**src/rtl/digital_clock_top.sv**
```systemverilog
// rtl/digital_clock_top.sv - 24-hour BCD time-of-day counter with one-second prescaler
//
// Purpose:
//   Free-running hh:mm:ss counter. Each field is two-digit packed BCD so it
//   can drive a display decoder directly. A prescaler divides clk down to a
//   one-cycle-wide tick every CLK_PER_SEC cycles. Seconds, minutes and hours
//   advance as a cascade on that tick.
//
// Parameters:
//   CLK_PER_SEC  clk cycles per one-second tick (>= 1; 1 ticks every cycle)
//   CNT_W        prescaler width, 2**CNT_W >= CLK_PER_SEC
//
// Ports:
//   clk     in   1  system clock, rising edge
//   rst     in   1  synchronous active-high reset, clears prescaler and time
//   hour    out  8  packed BCD 0x00-0x23
//   minute  out  8  packed BCD 0x00-0x59
//   second  out  8  packed BCD 0x00-0x59

module digital_clock_top #(
  parameter int CLK_PER_SEC = 1,
  parameter int CNT_W       = 32
) (
  input  logic       clk,
  input  logic       rst,
  output logic [7:0] hour,
  output logic [7:0] minute,
  output logic [7:0] second
);

  localparam logic [CNT_W-1:0] PRE_LAST = CNT_W'(CLK_PER_SEC - 1);

  logic [CNT_W-1:0] prescaler;
  logic             tick;
  logic             carry_s;
  logic             carry_m;
  logic [7:0]       second_next;
  logic [7:0]       minute_next;
  logic [7:0]       hour_next;

  // Mod-60 packed BCD increment: units roll 9->0 into tens, 59 wraps to 00.
  function automatic logic [7:0] bcd_inc60(input logic [7:0] v);
    logic [7:0] r;
    if (v[3:0] != 4'd9) begin
      r = {v[7:4], v[3:0] + 4'd1};
    end else if (v[7:4] != 4'd5) begin
      r = {v[7:4] + 4'd1, 4'd0};
    end else begin
      r = 8'h00;
    end
    return r;
  endfunction

  // Mod-24 packed BCD increment: 23 wraps to 00 before the units rule,
  // since 23 -> 24 would otherwise be a legal-looking BCD step.
  function automatic logic [7:0] bcd_inc24(input logic [7:0] v);
    logic [7:0] r;
    if (v == 8'h23) begin
      r = 8'h00;
    end else if (v[3:0] == 4'd9) begin
      r = {v[7:4] + 4'd1, 4'd0};
    end else begin
      r = {v[7:4], v[3:0] + 4'd1};
    end
    return r;
  endfunction

  // With CLK_PER_SEC = 1 PRE_LAST is 0 and the prescaler sits at 0, so the
  // tick is asserted every cycle out of reset.
  assign tick = (prescaler == PRE_LAST);

  // Carries are combinational so a rollover ripples through every field on
  // the same edge; 23:59:59 -> 00:00:00 shows no intermediate value.
  assign carry_s = tick && (second == 8'h59);
  assign carry_m = carry_s && (minute == 8'h59);

  always_comb begin
    second_next = bcd_inc60(second);
    minute_next = bcd_inc60(minute);
    hour_next   = bcd_inc24(hour);
  end

  always_ff @(posedge clk) begin
    if (rst) begin
      prescaler <= '0;
      second    <= 8'h00;
      minute    <= 8'h00;
      hour      <= 8'h00;
    end else begin
      if (tick) begin
        prescaler <= '0;
        second    <= second_next;
      end else begin
        prescaler <= prescaler + CNT_W'(1);
      end
      if (carry_s) begin
        minute <= minute_next;
      end
      if (carry_m) begin
        hour <= hour_next;
      end
    end
  end

endmodule

```
**config.mk**
```make
export PLATFORM = sky130hd
export DESIGN_NAME = digital_clock_top
export DESIGN_NICKNAME = d
export VERILOG_FILES = /design/src/rtl/digital_clock_top.sv
export SDC_FILE = /design/constraint.sdc
export NUM_CORES = 1
export LEC_CHECK = 0
export ABC_AREA = 1
export BUFFER_PORTS_ARGS = -buffer_cell sky130_fd_sc_hd__clkbuf_2
export CAP_MARGIN = 20
export CORE_MARGIN = 2
export CORE_UTILIZATION = 54
export CTS_CLUSTER_SIZE = 10
export DETAILED_ROUTE_END_ITERATION = 8
export GPL_TIMING_DRIVEN = 0
export PLACE_DENSITY = 0.77
export SETUP_SLACK_MARGIN = 0.05
export SLEW_MARGIN = 25
export SYNTH_ARGS = -nofsm -noshare
export SYNTH_HDL_FRONTEND = slang
export SYNTH_SLANG_ARGS = --single-unit
```
**constraint.sdc**
```tcl
create_clock -name clk -period 1.55 [get_ports clk]
set_input_delay 0.0775 -clock clk [delete_from_list [all_inputs] [get_ports clk]]
set_output_delay 0.0775 -clock clk [all_outputs]
set_load 0.05 [all_outputs]
```
* Word level (Yosys, flattened, before mapping)
Cells that the tools add are included.
Storage, ports and cells: ROM bits 0, RAM bits 0, bits in latches 0, memories kept 0, register bits after elaboration 56
Operators by class: equality and inequality tests 8, bitwise logic cells 2, multiplexer cells 6, divide/modulo/power cells 0, $mul 0, shift-type cells 0, $add $sub $neg 7, order comparisons 0, reductions and logical operators 8
Operators with widths (number):
- 32-bit by 1-bit adder with 32-bit output, second input constant | 1
- 32-bit logical NOT | 1
- 8-bit two-way mux | 4
- 4-bit by 1-bit adder with 4-bit output, second input constant | 6
- 8-bit by 7-bit == test with 1-bit output, second input constant | 2
- 8-bit by 6-bit == test with 1-bit output, second input constant | 1
- 4-bit two-way mux | 2
- 4-bit by 3-bit != test with 1-bit output, second input constant | 2
- 4-bit != test, second input constant | 2
- 2-bit AND reduction | 3
- 4-bit == test, second input constant | 1
- 1-bit logical AND | 2
- 1-bit NOT | 2
- 2-bit nonzero test | 1
- 2-bit OR reduction | 1

* Logic depth before layout (Yosys ltp)
Gate-level depths: netlist of run 1.
depth after elaboration 4, mapped depth 12, gate-level depth less buffers 12

* Worst setup path before layout of run 1
No wires, ideal clock.
path kind register to register, start point reg hour[0], end point reg hour[4], clock period less this slack 1.779 ns, setup slack -0.229 ns, arrival time 1.666 ns, cell stages (with the launch flop) 7, cell sequence dfxtp_1 -> ha_1 -> nand3_1 -> o21ai_0 -> nand4_1 -> nor2_1 -> nor2_1
On the way: word-level cells in the longest chain between the ends 3
Ends and longest elaborated chain:
- start: declaration | RTL line 26 | output logic [7:0] hour,
- start signal: assignment | RTL line 100 | hour <= hour_next;
- 8-bit by 6-bit == test with 1-bit output or 4-bit == test (tied branches) | RTL line 58, 60
- 2-bit nonzero test (no line)
- 2-bit AND reduction (no line)
Several ways; a longest one is shown, not always the timed one. A chain may end at the register's enable or synchronous reset.

* Worst setup path in the final report of run 1
start point reg prescaler[14], end point reg prescaler[24]
On the way: word-level cells in the longest chain between the ends 2
Ends and longest elaborated chain:
- start: declaration | RTL line 33 | logic [CNT_W-1:0] prescaler;
- start signal: assignment | RTL line 94 | prescaler <= prescaler + CNT_W'(1);
- branches (longest 2 deep; another with 32-bit by 1-bit adder with 32-bit output)
Parallel ways; which one is timed is not known.

==> qor.yml, run 1 <==
placement:
  place_hpwl_um: 5970
  io_buffers: 25
  place_worst_setup_slack_ps: -161
  finalWeightedCongestion: 0.918
power_and_ir_drop:
  power_frac_comb: 0.025
  ir_drop_uv: 522
  p_int_w: 0.00181
  p_seq_frac: 0.601
  p_per_area_mw_per_mm2: 548
  leakage_nw: 1.88
  p_clk_frac: 0.374
  power.total_w: 0.00239
  p_switching_w: 0.000581
  p_sw_frac: 0.243
worst_setup_path:
  cp_top_family: "simple AND/OR/NAND/NOR gates"
  end_kind: "flop"
  cp.arrival_ps: 1860
  start_kind: "flop"
  reg2reg_from: "prescaler[14]"
  slowest_stage: "dfxtp_1"
  max_stage_delay_ps: 420
  crit_buf_inv: 1
  path_max_fanout: 6
  critPathMostFrequentCell: "nand3_1"
  path_cells: "nand3_1 > nor2_4 > nand2_1 > nor2_8 > nand3_1 > nand3_2 > inv_1"
  required_ps: 1770
  crit_type: "reg -> reg"
  crit_path_start: "prescaler[14]"
sta:
  setup_violations: 29
  clock_skew_ps: 13.2
  hold_slack_ps: 149
  hold_violations: 0
  slew_headroom: 0.637
  rsz0062_at_grt: "yes"
  min_period_ps: 1640
  setup_ws_ps: -91.4
  drv_slew: 0
  tightest_slew_ps: 545
  fin_crit_sh: 1.06
  maxClockFrequency_mhz: 609
hold_path:
  min_from: "rst"
  hold_path.class: "in -> reg"
cts:
  hold_buffers: 0
  cts_tree: "yes"
  clock_sink_count: 56
  cts_buffers: 5
  clock_path_buffers: 2
  path_clk_slew_ps: 120
  clock-root-buffer: "clkbuf_8"
  clkLatencyLatePin_ps: 320
  cts_max_level: 2
synth:
  synth_top_area_cell: "dfxtp_1"
  ys.warnings.count: 0
  syn_inst: 518
  synth.avg_cell_area_sq_um: 6.57
  yosys.cell_types.count: 38
  netlist.area_leader.share: 0.329
  synth_nets: 526
  synth-seq-area-share: 0.329
  syn_area_sq_mm: 0.00340
  yosys-top-cells-area: "dfxtp_1, nand2_1, nor2_1, inv_1, nand3_1"
  ys_ff_latch: 56
layout:
  n_antenna_cell: 0
  fillers: 471
  drive_above_1_share: 0.360
  syn_to_final_growth_pct: 28.2
  layout.nets: 585
  utilization: 0.728
routing:
  drtAntennaViolNets: 0
  routed_wl_um: 9380
  firstDrtPassIters: 6
  viasPerCell: 5.49
  avgRoutedWirePerCell_um: 14.4
  drt_iter0_drc: 245
  drc: 0
  route.vias.total: 3588
global_route:
  grt_pass1_vias: 3176
  antenna_found_initial: 0
  grt_pass1_wl_um: 13700
  grt_max_degree: 18
  overflow: 0
  grt_usage: 0.237
floorplanning:
  start_util: 0.568
  die_y_um: 83.4
  fp-row-count: 28
  core-area_sq_mm: 0.00599
  design.die.area_sq_mm: 0.00696
  die_width_um: 83.4
  boundaryPins: 26
job:
  drv_cap: 0
outcome:
  violations: "negative setup slack"
  status: "complete, but fails checks"
[cells in the mapped netlist, drive strengths merged]
| library cell | number |
|---|---|
| ha | 6 |
| nand3b | 3 |
| xnor2 | 2 |
| nor3 | 16 |
| xor2 | 13 |
| a21oi | 24 |
| clkinv | 1 |
| nand4 | 18 |
| nand2 | 119 |
| nand3 | 50 |
| o22a | 1 |
| o21ai | 19 |
| buf | 7 |
| nor3b | 3 |
| inv | 73 |
| and2 | 1 |
| a31oi | 1 |
| dfxtp | 56 |
| o21a | 1 |
| clkbuf | 2 |
| o211ai | 1 |
| or2 | 4 |
| nor2 | 97 |
[cell type report]
class                           instances  area [sq um]  area share
Buffer                                  9          93.8      0.0215
Clock buffer                            7          86.3      0.0198
Clock inverter                          1          8.76     0.00201
Inverter                               74           285      0.0654
Multi-Input combinational cell        379          2230       0.511
Sequential cell                        56          1180       0.270
Tap cell                               75          93.8      0.0215
Timing Repair Buffer                   52           384      0.0880
[worst reg2reg max path, cell delays in order (launching register included)]
cell and delay [ps]:
dfxtp_1 420, nand3_1 240, nor2_4 220, nand2_1 210, nor2_8 200, nand3_1 110
nand3_2 100, inv_1 40
[power by group through the flow]
stage                     clock network, W  logic (W)  registers (W)
final                             0.000895  0.0000591        0.00144
after global routing              0.000943  0.0000640        0.00144
after CTS                         0.000882  0.0000587        0.00144
after detailed placement                 0  0.0000587        0.00148
after global placement                   0  0.0000575        0.00148
after floorplan                          0  0.0000234        0.00150
[sequential cells by signal, indices dropped and copies added, names as in the netlist]
register and cells:
minute 8, prescaler 32, second 8, hour 8
[logic make-up (layout without fill, tap and decap cells)]
logic type               count (synthesis)  count (layout)  synth area share
AND/OR/NAND/NOR                        311             311             0.434
AO/OA/AOI/OAI                           47              47            0.0731
adder cells (fa/ha/maj)                  6               6            0.0221
buffers and inverters                   83             143             0.103
flip-flops                              56              56             0.329
XOR/XNOR                                15              15            0.0386
[stage by stage]
step	instances	TNS, ps	area (sq um)
global route	653	-3940	4360
CTS	645	-129	4000
detailed placement	618	-4290	3650
finish	653	-730	4360
floorplan	518	0	3430
global placement	618	-2040	3650
[per-layer routing]
layer  wire (um)  global-route usage  share of wire  vias up
met5           0                   0              0        -
met4         207              0.0894          0.022        0
met2        4760               0.424           0.51      139
met1        3900               0.283           0.42     1665
met3         522              0.0398          0.056       17
li1            -                   -              -     1767
[path summary, 6_finish.rpt]
| check | endpoint | slack, ps | depth (start not counted) |
|---|---|---|---|
| max reg2reg | prescaler[24] | -90 | 7 |
| max | prescaler[24] | -90 | 7 |
| min | hour[3] | 150 | 5 |
| min reg2reg | minute[0] | 500 | 2 |
[cells in the final DEF (no fill, tap or decap), drive strengths merged]
master and instances:
or2 4, o21a 1, clkbuf 35, a21oi 24
inv 73, dfxtp 56, nand4 18, clkinv 2
and2 1, nor3b 3, a31oi 1, xor2 13
nand3b 3, nand2 119, nor2 97, ha 6
nor3 16, o22a 1, o211ai 1, o21ai 19
xnor2 2, buf 33, nand3 50
[what timing repair did]
item,4_1_cts,5_1_grt
pin swaps,17,28
gates resized for setup,37,92
setup endpoints to repair,54,56
cloned,1,2
buffers inserted,18,6
(Power assumes the default switching activity.)
==> inputs of run 2 (changes only) <==
- CORE_UTILIZATION: 54 -> 56
- PLACE_DENSITY: 0.77 -> 0.76
- clock period: 1.55 -> 1.6 ns (I/O delays scaled with it)
==> run 2 against run 1 <==
Largest cell class unchanged. Register-to-register slack better by 110 ps. Utilization down 2.2 points. Clock skew increased by 2.6 ps. Non-clock buffer count down 4. Die area down 3.4%. Critical path type unchanged. The run now ends clean. Setup slack better by 110 ps. Routed wire length decreased by 11%. Cell area fell by 4.7%. First-iteration DRC count is 0.82% lower. Largest power group unchanged.
==> qor.yml, run 2 (synthesized netlist as in run 1, its figures left out) <==
floorplanning:
  boundaryPins: 26  # unchanged
  start_util: 0.578  # +0.0101
  design.die.area_sq_mm: 0.00672  # -3.4%
  die_y_um: 82.0  # -1.7%
  die_width_um: 82.0  # -1.7%
  core-area_sq_mm: 0.00589  # -1.8%
  fp-row-count: 28  # unchanged
sta:
  rsz0062_at_grt: "yes"
  clock_skew_ps: 15.7  # +2.59 ps
  hold_slack_ps: 162  # +13.2 ps
  setup_violations: 0  # -100%
  maxClockFrequency_mhz: 634  # +4.0%
  slew_headroom: 0.634  # -0.00277
  min_period_ps: 1580  # -63.2 ps
  fin_crit_sh: 0.986  # -0.0726
  tightest_slew_ps: 549  # +4.16 ps
  drv_slew: 0  # unchanged
  hold_violations: 0  # unchanged
layout:
  drive_above_1_share: 0.301  # -0.0585
  final_common_cell: "nand2_1"
  top_register: "prescaler"
  final_cell_mix: "nand2_1, nor2_1, inv_1"
  fillers: 492  # +4.5%
  utilization: 0.707  # -0.0219
  largest_reg_flops: 32  # unchanged
  syn_to_final_growth_pct: 22.2
  n_antenna_cell: 0  # unchanged
  layout.nets: 581  # -0.68%
  stdcell_area_sq_mm: 0.00416  # -4.7%
cts:
  cts_tree: "yes"
  clock_sink_count: 56  # unchanged
  clock-root-buffer: "clkbuf_8"
  clkLatencyLatePin_ps: 310  # about the same
  hold_buffers: 0  # unchanged
  cts_buffers: 5  # unchanged
  cts_max_level: 2  # unchanged
  path_clk_slew_ps: 100  # -20 ps
  clock_path_buffers: 2  # unchanged
worst_setup_path:
  crit_type: "reg -> reg"
  start_kind: "flop"
  slowest_stage: "dfxtp_4"
  path_max_fanout: 10  # +4
  end_kind: "flop"
  critPathMostFrequentCell: "nor2_1"
  cp_top_family: "buffers and inverters"
  max_stage_delay_ps: 380  # -40 ps
  required_ps: 1810  # +40 ps
  cp.arrival_ps: 1780  # -80 ps
  crit_buf_inv: 4  # +3
  path_cells: "inv_4 > ha_4 > inv_2 > nor2_1 > nand2_1 > nor2_2 > nand2_2 > o21ai_4 > buf_6 > buf_8 > nor2_1"
power_and_ir_drop:
  power.total_w: 0.00221  # -7.8%
  leakage_nw: 1.81  # -3.8%
  p_per_area_mw_per_mm2: 530  # -3.3%
  ir_drop_uv: 421  # -19%
routing:
  drtAntennaViolNets: 0  # unchanged
  routed_wl_um: 8360  # -11%
  firstDrtPassIters: 5  # -1
  viasPerCell: 5.37  # -2.3%
  drc: 0  # unchanged
  drt_iter0_drc: 243  # -0.82%
  route.vias.total: 3485  # -2.9%
  avgRoutedWirePerCell_um: 12.9  # -10%
hold_path:
  hold_path.class: "in -> reg"
placement:
  finalWeightedCongestion: 0.915  # -0.28%
  io_buffers: 25  # unchanged
  place_hpwl_um: 5860  # -1.8%
  place_area_sq_mm: 0.00364  # -0.14%
global_route:
  grt_pass1_wl_um: 13000  # -5.1%
  grt_max_degree: 17  # -1
  grt_usage: 0.247  # +0.00964
  grt_pass1_vias: 3064  # -3.5%
  overflow: 0  # unchanged
  antenna_found_initial: 0  # unchanged
job:
  drv_cap: 0  # unchanged
outcome:
  status: "complete, no violations"
run 2: cell count changes in the layout (fill, tap and decap cells not counted), moves of 4 or more:
cell,before,now
nor3_2,9,5
nor2_1,61,69
a21oi_1,16,20
nor2_4,13,9
nand3_1,35,40
dfxtp_4,8,4
dfxtp_1,25,31
nor2_2,22,18
nand2_1,101,105
a21oi_2,8,4
nand3_2,12,8
run 2: area by class of cell:
class,instances,area [sq um],share of cell area
clock inverters,1,5.00,0.00120
multi-input cells,379,2120,0.511
flip-flops and latches,56,1160,0.279
repair buffers,48,322,0.0773
inverters,74,285,0.0686
clock buffers,7,76.3,0.0184
well taps,75,93.8,0.0226
plain buffers,9,90.1,0.0217
run 2: report_power, final:
| group | total (W) | internal [W] | switching, W |
|---|---|---|---|
| Sequential | 0.00140 | 0.00139 | 0.00000832 |
| Clock | 0.000747 | 0.000309 | 0.000438 |
| Combinational | 0.0000587 | 0.0000139 | 0.0000448 |
| Total | 0.00221 | 0.00171 | 0.000491 |
run 2: through the flow:
step	worst slack [ps]	TNS, ps	std cells
3_5_place_dp	-103	-1880	618
6_report	21.8	0	649
2_1_floorplan	51.6	0	518
5_1_grt	-76.4	-1280	649
4_1_cts	31.9	0	640
3_3_place_gp	-66.9	-866	618
run 2: layer usage:
layer / up-vias / track usage / part of all wire
met5: - / 0 / 0
met3: 10 / 0.0440 / 0.046
met2: 97 / 0.429 / 0.50
met4: 0 / 0.0833 / 0.014
met1: 1612 / 0.306 / 0.44
li1: 1766 / - / -
run 2: final timing paths:
check,cells past startpoint,end,slack [ps],start
hold / removal,5,hour[3],160,rst
hold reg to reg,1,prescaler[0],450,prescaler[0]
setup reg to reg,11,prescaler[18],20,prescaler[1]
setup / recovery,11,prescaler[18],20,prescaler[1]
run 2: timing repair:
action	4_1_cts	5_1_grt
setup endpoints to repair	48	56
pin swaps	7	23
buffers inserted	14	7
resized for setup	14	77
cloned	0	2
run 2: worst min-delay path: stages:
cell	delay, ps
clkbuf_2	110
a21oi_1	40
o21ai_0	60
or2_2	100
o21ai_1	50
